`config.mk`:
```
export PLATFORM = sky130hd
export DESIGN_NAME = seq_signed_divider_flat
export DESIGN_NICKNAME = d
export VERILOG_FILES = /design/src/rtl/seq_signed_divider_pkg.sv /design/src/rtl/seq_signed_divider_if.sv /design/src/rtl/seq_signed_divider_step.sv /design/src/rtl/seq_signed_divider.sv /design/src/flat_wrapper.sv
export SDC_FILE = /design/constraint.sdc
export NUM_CORES = 1
export LEC_CHECK = 0
export ABC_CLOCK_PERIOD_IN_PS = 2200
export CORE_MARGIN = 3
export CORE_UTILIZATION = 56
export DETAILED_ROUTE_END_ITERATION = 16
export PLACE_DENSITY = 0.8
export SLEW_MARGIN = 20
export SYNTH_ARGS = -nofsm -noshare
export SYNTH_HDL_FRONTEND = slang
export SYNTH_SLANG_ARGS = --single-unit
export TNS_END_PERCENT = 100
```
`constraint.sdc`:
```
create_clock -name clk -period 2.2 [get_ports clk]
set_input_delay 0.44 -clock clk [delete_from_list [all_inputs] [get_ports clk]]
set_output_delay 0.44 -clock clk [all_outputs]
set_load 0.01 [all_outputs]
```
`src/rtl/seq_signed_divider_pkg.sv`:
```
// Shared definitions for the sequential signed divider: FSM states,
// counter sizing helper and the divide-by-zero quotient pattern.
package seq_signed_divider_pkg;

  typedef enum logic [1:0] {
    IDLE = 2'd0,
    CALC = 2'd1,
    FIX  = 2'd2,
    DONE = 2'd3
  } div_state_e;

  // Widest operand this package supports; narrower dividers slice the constant.
  localparam int MAX_WIDTH = 64;

  // Quotient reported for a zero divisor: all ones, i.e. -1.
  localparam logic [MAX_WIDTH-1:0] DIV0_QUOT_ONES = {MAX_WIDTH{1'b1}};

  // Step counter width; never below one bit so the counter always exists.
  function automatic int cnt_width(input int width);
    return (width > 2) ? $clog2(width) : 1;
  endfunction

endpackage

```
`src/rtl/seq_signed_divider_if.sv`:
```
// Start/done request bus between a divider client and the divider.
interface seq_signed_divider_if #(
  parameter int WIDTH = 4
);
  logic             start;
  logic [WIDTH-1:0] dividend;
  logic [WIDTH-1:0] divisor;
  logic             busy;
  logic             done;
  logic [WIDTH-1:0] quotient;
  logic [WIDTH-1:0] remainder;
  logic             div_by_zero;
  logic             overflow;

  modport master (
    output start, dividend, divisor,
    input  busy, done, quotient, remainder, div_by_zero, overflow
  );

  modport slave (
    input  start, dividend, divisor,
    output busy, done, quotient, remainder, div_by_zero, overflow
  );
endinterface

```
`src/rtl/seq_signed_divider_step.sv`:
```
// One restoring division step on unsigned magnitudes: shift the next
// dividend bit into the partial remainder, try subtracting the divisor,
// keep the difference only when it did not go negative.
module seq_signed_divider_step #(
  parameter int WIDTH = 4
) (
  input  logic [WIDTH:0]   rem_in,
  input  logic [WIDTH-1:0] q_in,
  input  logic [WIDTH-1:0] divisor_mag,
  output logic [WIDTH:0]   rem_out,
  output logic [WIDTH-1:0] q_out
);

  logic [WIDTH+1:0] shifted_s;
  logic [WIDTH+1:0] trial_s;

  // Shift, trial subtract and restore when the trial borrowed.
  always_comb begin
    shifted_s = {rem_in, q_in[WIDTH-1]};
    trial_s   = shifted_s - {2'b00, divisor_mag};
    if (trial_s[WIDTH+1]) begin
      rem_out = shifted_s[WIDTH:0];
      q_out   = {q_in[WIDTH-2:0], 1'b0};
    end else begin
      rem_out = trial_s[WIDTH:0];
      q_out   = {q_in[WIDTH-2:0], 1'b1};
    end
  end

endmodule

```
`src/rtl/seq_signed_divider.sv`:
```
// Iterative signed divider, C semantics: quotient truncates toward zero,
// remainder carries the dividend's sign. One restoring step per clock.
module seq_signed_divider
  import seq_signed_divider_pkg::*;
#(
  parameter int WIDTH = 4
) (
  input  logic                clk,
  input  logic                rst_n,
  seq_signed_divider_if.slave bus
);

  localparam int               CW        = cnt_width(WIDTH);
  localparam logic [CW-1:0]    LAST_STEP = CW'(WIDTH - 1);
  localparam logic [WIDTH-1:0] DIV0_QUOT = DIV0_QUOT_ONES[WIDTH-1:0];
  localparam logic [WIDTH-1:0] MIN_VAL   = {1'b1, {(WIDTH-1){1'b0}}};
  localparam logic [WIDTH-1:0] ZERO_VAL  = {WIDTH{1'b0}};
  localparam logic [WIDTH-1:0] NEG_ONE   = {WIDTH{1'b1}};

  div_state_e       state_r;
  logic [CW-1:0]    cnt_r;
  logic             sign_q_r;
  logic             sign_rem_r;
  logic             ovf_case_r;
  logic [WIDTH-1:0] q_r;          // dividend magnitude, shifted out as quotient bits shift in
  logic [WIDTH-1:0] dvs_mag_r;
  logic [WIDTH:0]   rem_r;

  logic             busy_r;
  logic             done_r;
  logic [WIDTH-1:0] quotient_r;
  logic [WIDTH-1:0] remainder_r;
  logic             div_by_zero_r;
  logic             overflow_r;

  logic [WIDTH-1:0] dvd_mag_s;
  logic [WIDTH-1:0] dvs_mag_s;
  logic [WIDTH:0]   rem_next_s;
  logic [WIDTH-1:0] q_next_s;
  logic [WIDTH-1:0] quot_fix_s;
  logic [WIDTH-1:0] rem_fix_s;
  logic             div0_s;

  seq_signed_divider_step #(.WIDTH(WIDTH)) u_step (
    .rem_in      (rem_r),
    .q_in        (q_r),
    .divisor_mag (dvs_mag_r),
    .rem_out     (rem_next_s),
    .q_out       (q_next_s)
  );

  // Operand magnitudes; the most negative value maps to 2^(WIDTH-1), which fits unsigned.
  always_comb begin
    if (bus.dividend[WIDTH-1]) begin
      dvd_mag_s = -bus.dividend;
    end else begin
      dvd_mag_s = bus.dividend;
    end
    if (bus.divisor[WIDTH-1]) begin
      dvs_mag_s = -bus.divisor;
    end else begin
      dvs_mag_s = bus.divisor;
    end
  end

  // Sign fix-up of the magnitude result. With a zero divisor no step ran, so
  // q_r still holds |dividend| and re-signing it recovers the dividend itself.
  // The -min/-1 case needs no special path: magnitude 2^(WIDTH-1) with a
  // positive sign already reads back as the most negative value.
  always_comb begin
    div0_s = (dvs_mag_r == ZERO_VAL);
    if (div0_s) begin
      quot_fix_s = DIV0_QUOT;
      rem_fix_s  = sign_rem_r ? -q_r : q_r;
    end else begin
      quot_fix_s = sign_q_r ? -q_r : q_r;
      rem_fix_s  = sign_rem_r ? -rem_r[WIDTH-1:0] : rem_r[WIDTH-1:0];
    end
  end

  // Control FSM with registered handshake and result outputs.
  always_ff @(posedge clk or negedge rst_n) begin
    if (!rst_n) begin
      state_r       <= IDLE;
      cnt_r         <= {CW{1'b0}};
      sign_q_r      <= 1'b0;
      sign_rem_r    <= 1'b0;
      ovf_case_r    <= 1'b0;
      q_r           <= ZERO_VAL;
      dvs_mag_r     <= ZERO_VAL;
      rem_r         <= {(WIDTH+1){1'b0}};
      busy_r        <= 1'b0;
      done_r        <= 1'b0;
      quotient_r    <= ZERO_VAL;
      remainder_r   <= ZERO_VAL;
      div_by_zero_r <= 1'b0;
      overflow_r    <= 1'b0;
    end else begin
      case (state_r)
        IDLE: begin
          done_r <= 1'b0;
          if (bus.start) begin
            sign_q_r   <= bus.dividend[WIDTH-1] ^ bus.divisor[WIDTH-1];
            sign_rem_r <= bus.dividend[WIDTH-1];
            ovf_case_r <= (bus.dividend == MIN_VAL) && (bus.divisor == NEG_ONE);
            q_r        <= dvd_mag_s;
            dvs_mag_r  <= dvs_mag_s;
            rem_r      <= {(WIDTH+1){1'b0}};
            cnt_r      <= {CW{1'b0}};
            busy_r     <= 1'b1;
            state_r    <= (bus.divisor == ZERO_VAL) ? FIX : CALC;
          end else begin
            state_r <= IDLE;
          end
        end
        CALC: begin
          rem_r <= rem_next_s;
          q_r   <= q_next_s;
          if (cnt_r == LAST_STEP) begin
            state_r <= FIX;
          end else begin
            cnt_r <= cnt_r + CW'(1);
          end
        end
        FIX: begin
          quotient_r    <= quot_fix_s;
          remainder_r   <= rem_fix_s;
          div_by_zero_r <= div0_s;
          overflow_r    <= ovf_case_r & ~div0_s;
          busy_r        <= 1'b0;
          done_r        <= 1'b1;
          state_r       <= DONE;
        end
        DONE: begin
          done_r  <= 1'b0;
          state_r <= IDLE;
        end
        default: begin
          busy_r  <= 1'b0;
          done_r  <= 1'b0;
          state_r <= IDLE;
        end
      endcase
    end
  end

  assign bus.busy        = busy_r;
  assign bus.done        = done_r;
  assign bus.quotient    = quotient_r;
  assign bus.remainder   = remainder_r;
  assign bus.div_by_zero = div_by_zero_r;
  assign bus.overflow    = overflow_r;

endmodule

```
`src/flat_wrapper.sv`:
```
// flat-port wrapper written by rule: the top's interface ports become plain ports
module seq_signed_divider_flat import seq_signed_divider_pkg::*;
#(
  parameter int WIDTH = 4
)
  (clk, rst_n, bus_start, bus_dividend, bus_divisor, bus_busy, bus_done, bus_quotient, bus_remainder, bus_div_by_zero, bus_overflow);
  seq_signed_divider_if #(.WIDTH(WIDTH)) bus_i ();
  input  logic clk;
  input  logic rst_n;
  input wire logic [$bits(bus_i.start)-1:0] bus_start;
  input wire logic [$bits(bus_i.dividend)-1:0] bus_dividend;
  input wire logic [$bits(bus_i.divisor)-1:0] bus_divisor;
  output wire logic [$bits(bus_i.busy)-1:0] bus_busy;
  output wire logic [$bits(bus_i.done)-1:0] bus_done;
  output wire logic [$bits(bus_i.quotient)-1:0] bus_quotient;
  output wire logic [$bits(bus_i.remainder)-1:0] bus_remainder;
  output wire logic [$bits(bus_i.div_by_zero)-1:0] bus_div_by_zero;
  output wire logic [$bits(bus_i.overflow)-1:0] bus_overflow;
  assign bus_i.start = bus_start;
  assign bus_i.dividend = bus_dividend;
  assign bus_i.divisor = bus_divisor;
  assign bus_busy = bus_i.busy;
  assign bus_done = bus_i.done;
  assign bus_quotient = bus_i.quotient;
  assign bus_remainder = bus_i.remainder;
  assign bus_div_by_zero = bus_i.div_by_zero;
  assign bus_overflow = bus_i.overflow;
  seq_signed_divider #(.WIDTH(WIDTH)) u_core (.clk(clk), .rst_n(rst_n), .bus(bus_i));
endmodule
```
Yosys cells after proc, flatten, opt, wreduce, memory -nomap -nowiden

Cells that the tools add are included.

Register bits after elaboration: 32
Bits of input ports: 11
Logic and storage cells: 67

$add $sub $neg: 6
Eq/ne operators: 9
Muxes and demuxes: 23
Bitwise gates (word level): 3
Reductions and logical operators: 12

Operators with widths:

| operator                                               | number |
|---|---|
| two-way mux 4 bit                                      | 8 |
| negator 4 bit                                          | 4 |
| two-way mux 2 bit                                      | 5 |
| two-way mux 5 bit                                      | 2 |
| one-hot mux 5 bit (2 select lines)                     | 1 |
| equality test 4 bit (second input constant)            | 2 |
| zero test 4 bit                                        | 2 |
| one-hot mux 2 bit (4 select lines)                     | 1 |
| one-hot mux 4 bit (2 select lines)                     | 1 |
| equality test 2 bit (second input constant)            | 3 |
| AND reduction 2 bit                                    | 3 |
| nonzero test 2 bit                                     | 3 |
| subtractor 6 x 4 -> 6 bit                              | 1 |
| inequality test 2 bit (second input constant)          | 2 |
| one-hot mux 1 bit (2 select lines)                     | 2 |
| one-hot mux 2 bit (2 select lines)                     | 1 |
| AND reduction 3 bit                                    | 1 |
| adder 2 x 1 -> 2 bit (second input constant)           | 1 |
| equality test 2 x 1 -> 1 bit (second input constant)   | 1 |
| zero test 2 bit                                        | 1 |
| two-way mux 1 bit                                      | 2 |
| inequality test 2 x 1 -> 1 bit (second input constant) | 1 |
| OR reduction 2 bit                                     | 1 |
| bitwise AND 1 bit                                      | 1 |
| other kinds (3)                                        | 3 |

Depth between registers and ports, before layout

Gate-level depths: netlist of run 1.

Depth after elaboration: 4
Depth in mapped cells: 8

By module

A second synthesis of run 1 with hierarchy kept.

Cell total of the unflattened synthesis: 217
Area total of the unflattened synthesis: 2,040.7 µm²

Modules (own cells, without submodules):

| module                  | instances | cells each | area each (µm²) | seq. area each (µm²) |
|---|---|---|---|---|
| seq_signed_divider      | 1         | 176        | 1,749.2         | 800.8 |
| seq_signed_divider_step | 1         | 41         | 291.5           | 0.0 |

Worst setup path before layout of run 1

OpenSTA, ideal clock, no wires.

Path kind: reg2reg
Start point: register u_core.rem_r[0]
End point: register u_core.rem_r[0]
Setup time: 121 ps
Arrival: 1,697 ps
Slack: 382 ps
Cell stages (with the launch flop): 7
Cells stage by stage: dfrtp_1 > ha_1 > nor2b_2 > o2111a_1 > a211oi_4 > mux2i_1 > a22o_1

Longest elaborated chain between the ends: 3

Ends and longest elaborated chain:

| element                            | RTL line                      | RTL |
|---|---|---|
| start, declared                    | seq_signed_divider.sv:27      | `logic [WIDTH:0] rem_r;` |
| start signal, assigned             | seq_signed_divider.sv:91      | `rem_r <= {(WIDTH+1){1'b0}};` |
| start signal, assigned             | seq_signed_divider.sv:108     | `rem_r <= {(WIDTH+1){1'b0}};` |
| start signal, assigned             | seq_signed_divider.sv:117     | `rem_r <= rem_next_s;` |
| subtractor 6 x 4 -> 6 bit          | seq_signed_divider_step.sv:20 | `trial_s = shifted_s - {2'b00, divisor_mag};` |
| two-way mux 5 bit                  | seq_signed_divider_step.sv:21 | `if (trial_s[WIDTH+1]) begin` |
| one-hot mux 5 bit (2 select lines) | seq_signed_divider.sv:99      | `case (state_r)` |

Every way passes these cells.
A chain may end at the register's enable or synchronous reset.

Final worst setup path of run 1

Start point: register u_core.rem_r[0]
End point: register u_core.rem_r[2]

The elaborated chain is that of the path after synthesis.

==> results of run 1 <==
area by class of cell:
type / count / area (um^2)
inverters: 16 / 60.1
flip-flops and latches: 32 / 801
repair buffers: 27 / 258
well taps: 46 / 57.6
clock buffers: 6 / 41.3
clock inverters: 2 / 35.0
multi-input cells: 153 / 1110
fillers: 279 / 1020
worst paths after layout:
path / to / cells past startpoint / from
worst max register to register: u_core.rem_r[2]$_DFFE_PN0P_ / 6 / u_core.rem_r[0]$_DFFE_PN0P_
worst min-delay path: u_core.ovf_case_r$_DFFE_PN0P_ / 2 / u_core.ovf_case_r$_DFFE_PN0P_
min in group asynchronous: u_core.q_r[0]$_DFFE_PN0P_ / 2 / rst_n
max in group asynchronous: u_core.dvs_mag_r[3]$_DFFE_PN0P_ / 2 / rst_n
worst min register to register: u_core.ovf_case_r$_DFFE_PN0P_ / 2 / u_core.ovf_case_r$_DFFE_PN0P_
worst max-delay path: u_core.rem_r[2]$_DFFE_PN0P_ / 6 / u_core.rem_r[0]$_DFFE_PN0P_
metrics by stage:
stage	instances	cell area (um^2)
final	282	2360
after global routing	282	2360
after CTS	282	2360
after detailed placement	274	2290
after global placement	274	2290
after floorplan	208	1990
logic make-up (layout without fill, tap and decap cells):
group	count (synthesis)	count (layout)
xor gates and xnor gates	11	11
AOI/OAI and AO/OA	47	47
adders and majority gates	15	15
and+or+nand+nor	62	62
buffers and inverters	23	51
DFF	32	32
muxes	18	18
worst max-delay path, cell delays in order, from the launching register on:
cell	delay [ns]
dfrtp_1	0.44
ha_1	0.30
nor2b_2	0.17
o2111a_1	0.26
a211oi_4	0.34
mux2i_1	0.27
o21ai_1	0.07
sequential cells by signal, summed over array words and instances, names as in the netlist:
register	cells
u_core.bus.busy	1
u_core.bus.div_by_zero	1
u_core.bus.done	1
u_core.bus.overflow	1
u_core.bus.quotient	4
u_core.bus.remainder	4
u_core.cnt_r	2
u_core.dvs_mag_r	4
u_core.ovf_case_r	1
u_core.q_r	4
u_core.rem_r	5
u_core.sign_q_r	1
u_core.sign_rem_r	1
u_core.state_r	2
power groups by stage:
stage          clock [uW]  sequential [uW]  combinational (uW)
3_3_place_gp            0             1080                2050
2_1_floorplan           0             1080                1500
6_report              440             1080                2110
5_1_grt               474             1120                2370
4_1_cts               449             1080                2130
3_5_place_dp            0             1090                2110
cell usage after synthesis, drive strengths merged:
cell	number	share of area (%)
a22oi	2	0.75
a21oi	15	3.8
ha	14	8.8
a211oi	3	1.8
o2111a	1	0.56
mux4	1	1.1
or3	1	0.31
nor4b	1	0.44
nand3	1	0.25
nor4	2	0.63
nor2b	10	3.3
and2	1	0.31
nand4	1	0.31
inv	16	3.0
or4b	1	0.50
o221ai	1	0.75
nor2	16	3.0
nand2	19	3.6
mux2i	11	5.5
fa	1	1.0
a311oi	1	0.44
nor3	1	0.25
buf	2	0.44
xnor2	11	4.8
and3	1	0.31
a22o	3	1.3
nor3b	1	0.38
o31ai	2	0.75
dfrtp	32	40
mux2	6	3.4
or2	1	0.31
clkbuf	5	0.94
o2bb2ai	1	0.44
nand2b	5	1.6
o22ai	2	0.63
o21ai	15	3.8
a32oi	1	0.44
metal layers:
| metal | wire length (um) | up-vias | global-route usage, % |
|---|---|---|---|
| li1 | - | 780 | - |
| met1 | 1800 | 715 | 26.0 |
| met2 | 1810 | 36 | 33.5 |
| met3 | 156 | 9 | 4.10 |
| met4 | 102 | 0 | 11.4 |
| met5 | 0 | - | 0 |
==> results.md, run 1 <==
- Number of cell rows: 21
- Die extent in x: ~66 um
- Unrepaired setup endpoints after global routing: no
- Status: finished, final reports clean
- Syn_nets: 234
- Starting Density: approximately three fifths
- Vias in the first global route: 1,487
- Die footprint: 4310 um^2
- Via density: 5.46
- Post-Synth Simple-Gate Area: 15.4%
- Worst setup EP type: flop
- Post-synth cell types: 41
- Diode count: 0
- Sequential element share of the synthesized area: 40.2%
- Synthesized flop and latch total: 32
- TritonCTS clock tree: built
- NetSw: between 1000 and 1500 uW
- Postcts setup bufs: 0
- DR pass1 iterations: 4
- First-pass GRT wire length: 6.72 mm
- Initial detailed-routing violation count: 77
- Syn Area/Cell: 9.59 um^2
- Worst-Skew Late Latency: 0.33 ns
- Clock transition at path regs: ~0.10 ns
- CTS sink cnt: 32
- Worst relative slew slack: 71.6%
- Critical Setup Path Class: flop to flop
- Req. time, crit path: 2.42 ns
- Fin Hold WS: 0.490 ns
- Sw Share: between 40% and 50%
- YS warnings: 0
- Fin util: 69.8%
- Max IR drop VDD: 678 uV
- Commonest non-fill, non-tap cell in the layout: dfrtp_1
- PwrDens: 1540 nW/um^2
- Setup TNS: 0 ns
- CTS Buf Count: 5
- Commonest cells after routing, fill and taps aside: dfrtp_1 (32), clkdlybuf4s50_1 (22), nand2_1 (19), inv_1 (16), nor2_1 (16)
- Pint: 2140 uW
- DRC Markers: 0
- Combinational share of power: 58.1%
- Reg2reg setup slack: 0.25 ns
- PostCTS Resize Cnt: 0
- CP max FO: 6
- Hold buffers post-CTS: 0
- Largest family of logic cells by synthesized area: simple AND/OR/NAND/NOR gates
- Pre-CTS WS: 0.245 ns
- Placer Congestion: 0.780
- Share of post-route cells with drive strength above 1: 10.6%
- Placeable Area: 3390 um^2
- Root buffer cell: clkbuf_4
- Initial antenna violation count: 0
- Final ANT Viol Nets: 0
- Sequential share of power: 29.8%
- Mapped Cells: between 200 and 250
- Slew Limit Fails: 0
- Adder-Cell Fraction of Synth Area: 9.79%
- # nets final: 261
- Setup-failing EPs final: 0
- Final hold vios: 0
- Compound-gate portion of the synthesized area: 15.4%
- Setup Skew: ~0.013 ns
- Total gr overflow: 0
- Largest net degree at the start of global routing: 33
- Achievable Freq: 512 MHz
- XOR/XNOR Fraction of Synth Area: 4.83%
- Total power: 3630 uW
- Via count: 1,540
- IO Pins: 23
- Routed wire length: 3.86 mm
- Mapped Area: 1990 um^2
- Port Buffer Count: 22
- Slew @ Worst Pin: approximately 0.43 ns
- Max-capacitance violation count: 0
- Hpwl dp: roughly 2.9 mm
- DR WL/cell: 13.7 um
- CTS H-Tree Depth: 2
- Cell leakage power: approximately 0.0011 uW
- Startpoint class of the critical path: flop
- Total track usage: 20.8%
- Min Tclk post-route: roughly 2.0 ns
- Fin worst setup slack: about 0.25 ns
- Layout area overhead: 18.6%
- Die Ht: 65.7 um
- CP Data Arrival Time: 2.18 ns
- Worst hold path type: flop to flop
- Multiplexer area fraction after synthesis: 10.0%
- Tcrit/Tclk final: 88.9%
- Clock share of power: between 10% and 20%
- Worst-case clock buffer depth: 2
No activity file was read; power rests on OpenSTA's default activity.
==> inputs of run 2 (changes only) <==
--- a/config.mk
+++ b/config.mk
@@ -8,6 +8,7 @@
 export ABC_CLOCK_PERIOD_IN_PS = 2200
 export CORE_MARGIN = 3
 export CORE_UTILIZATION = 56
+export CTS_CLUSTER_SIZE = 25
 export DETAILED_ROUTE_END_ITERATION = 16
 export PLACE_DENSITY = 0.8
 export SLEW_MARGIN = 20
==> results of run 2 <==
The final DEF is identical to that of run 1; final timing and power are the same.
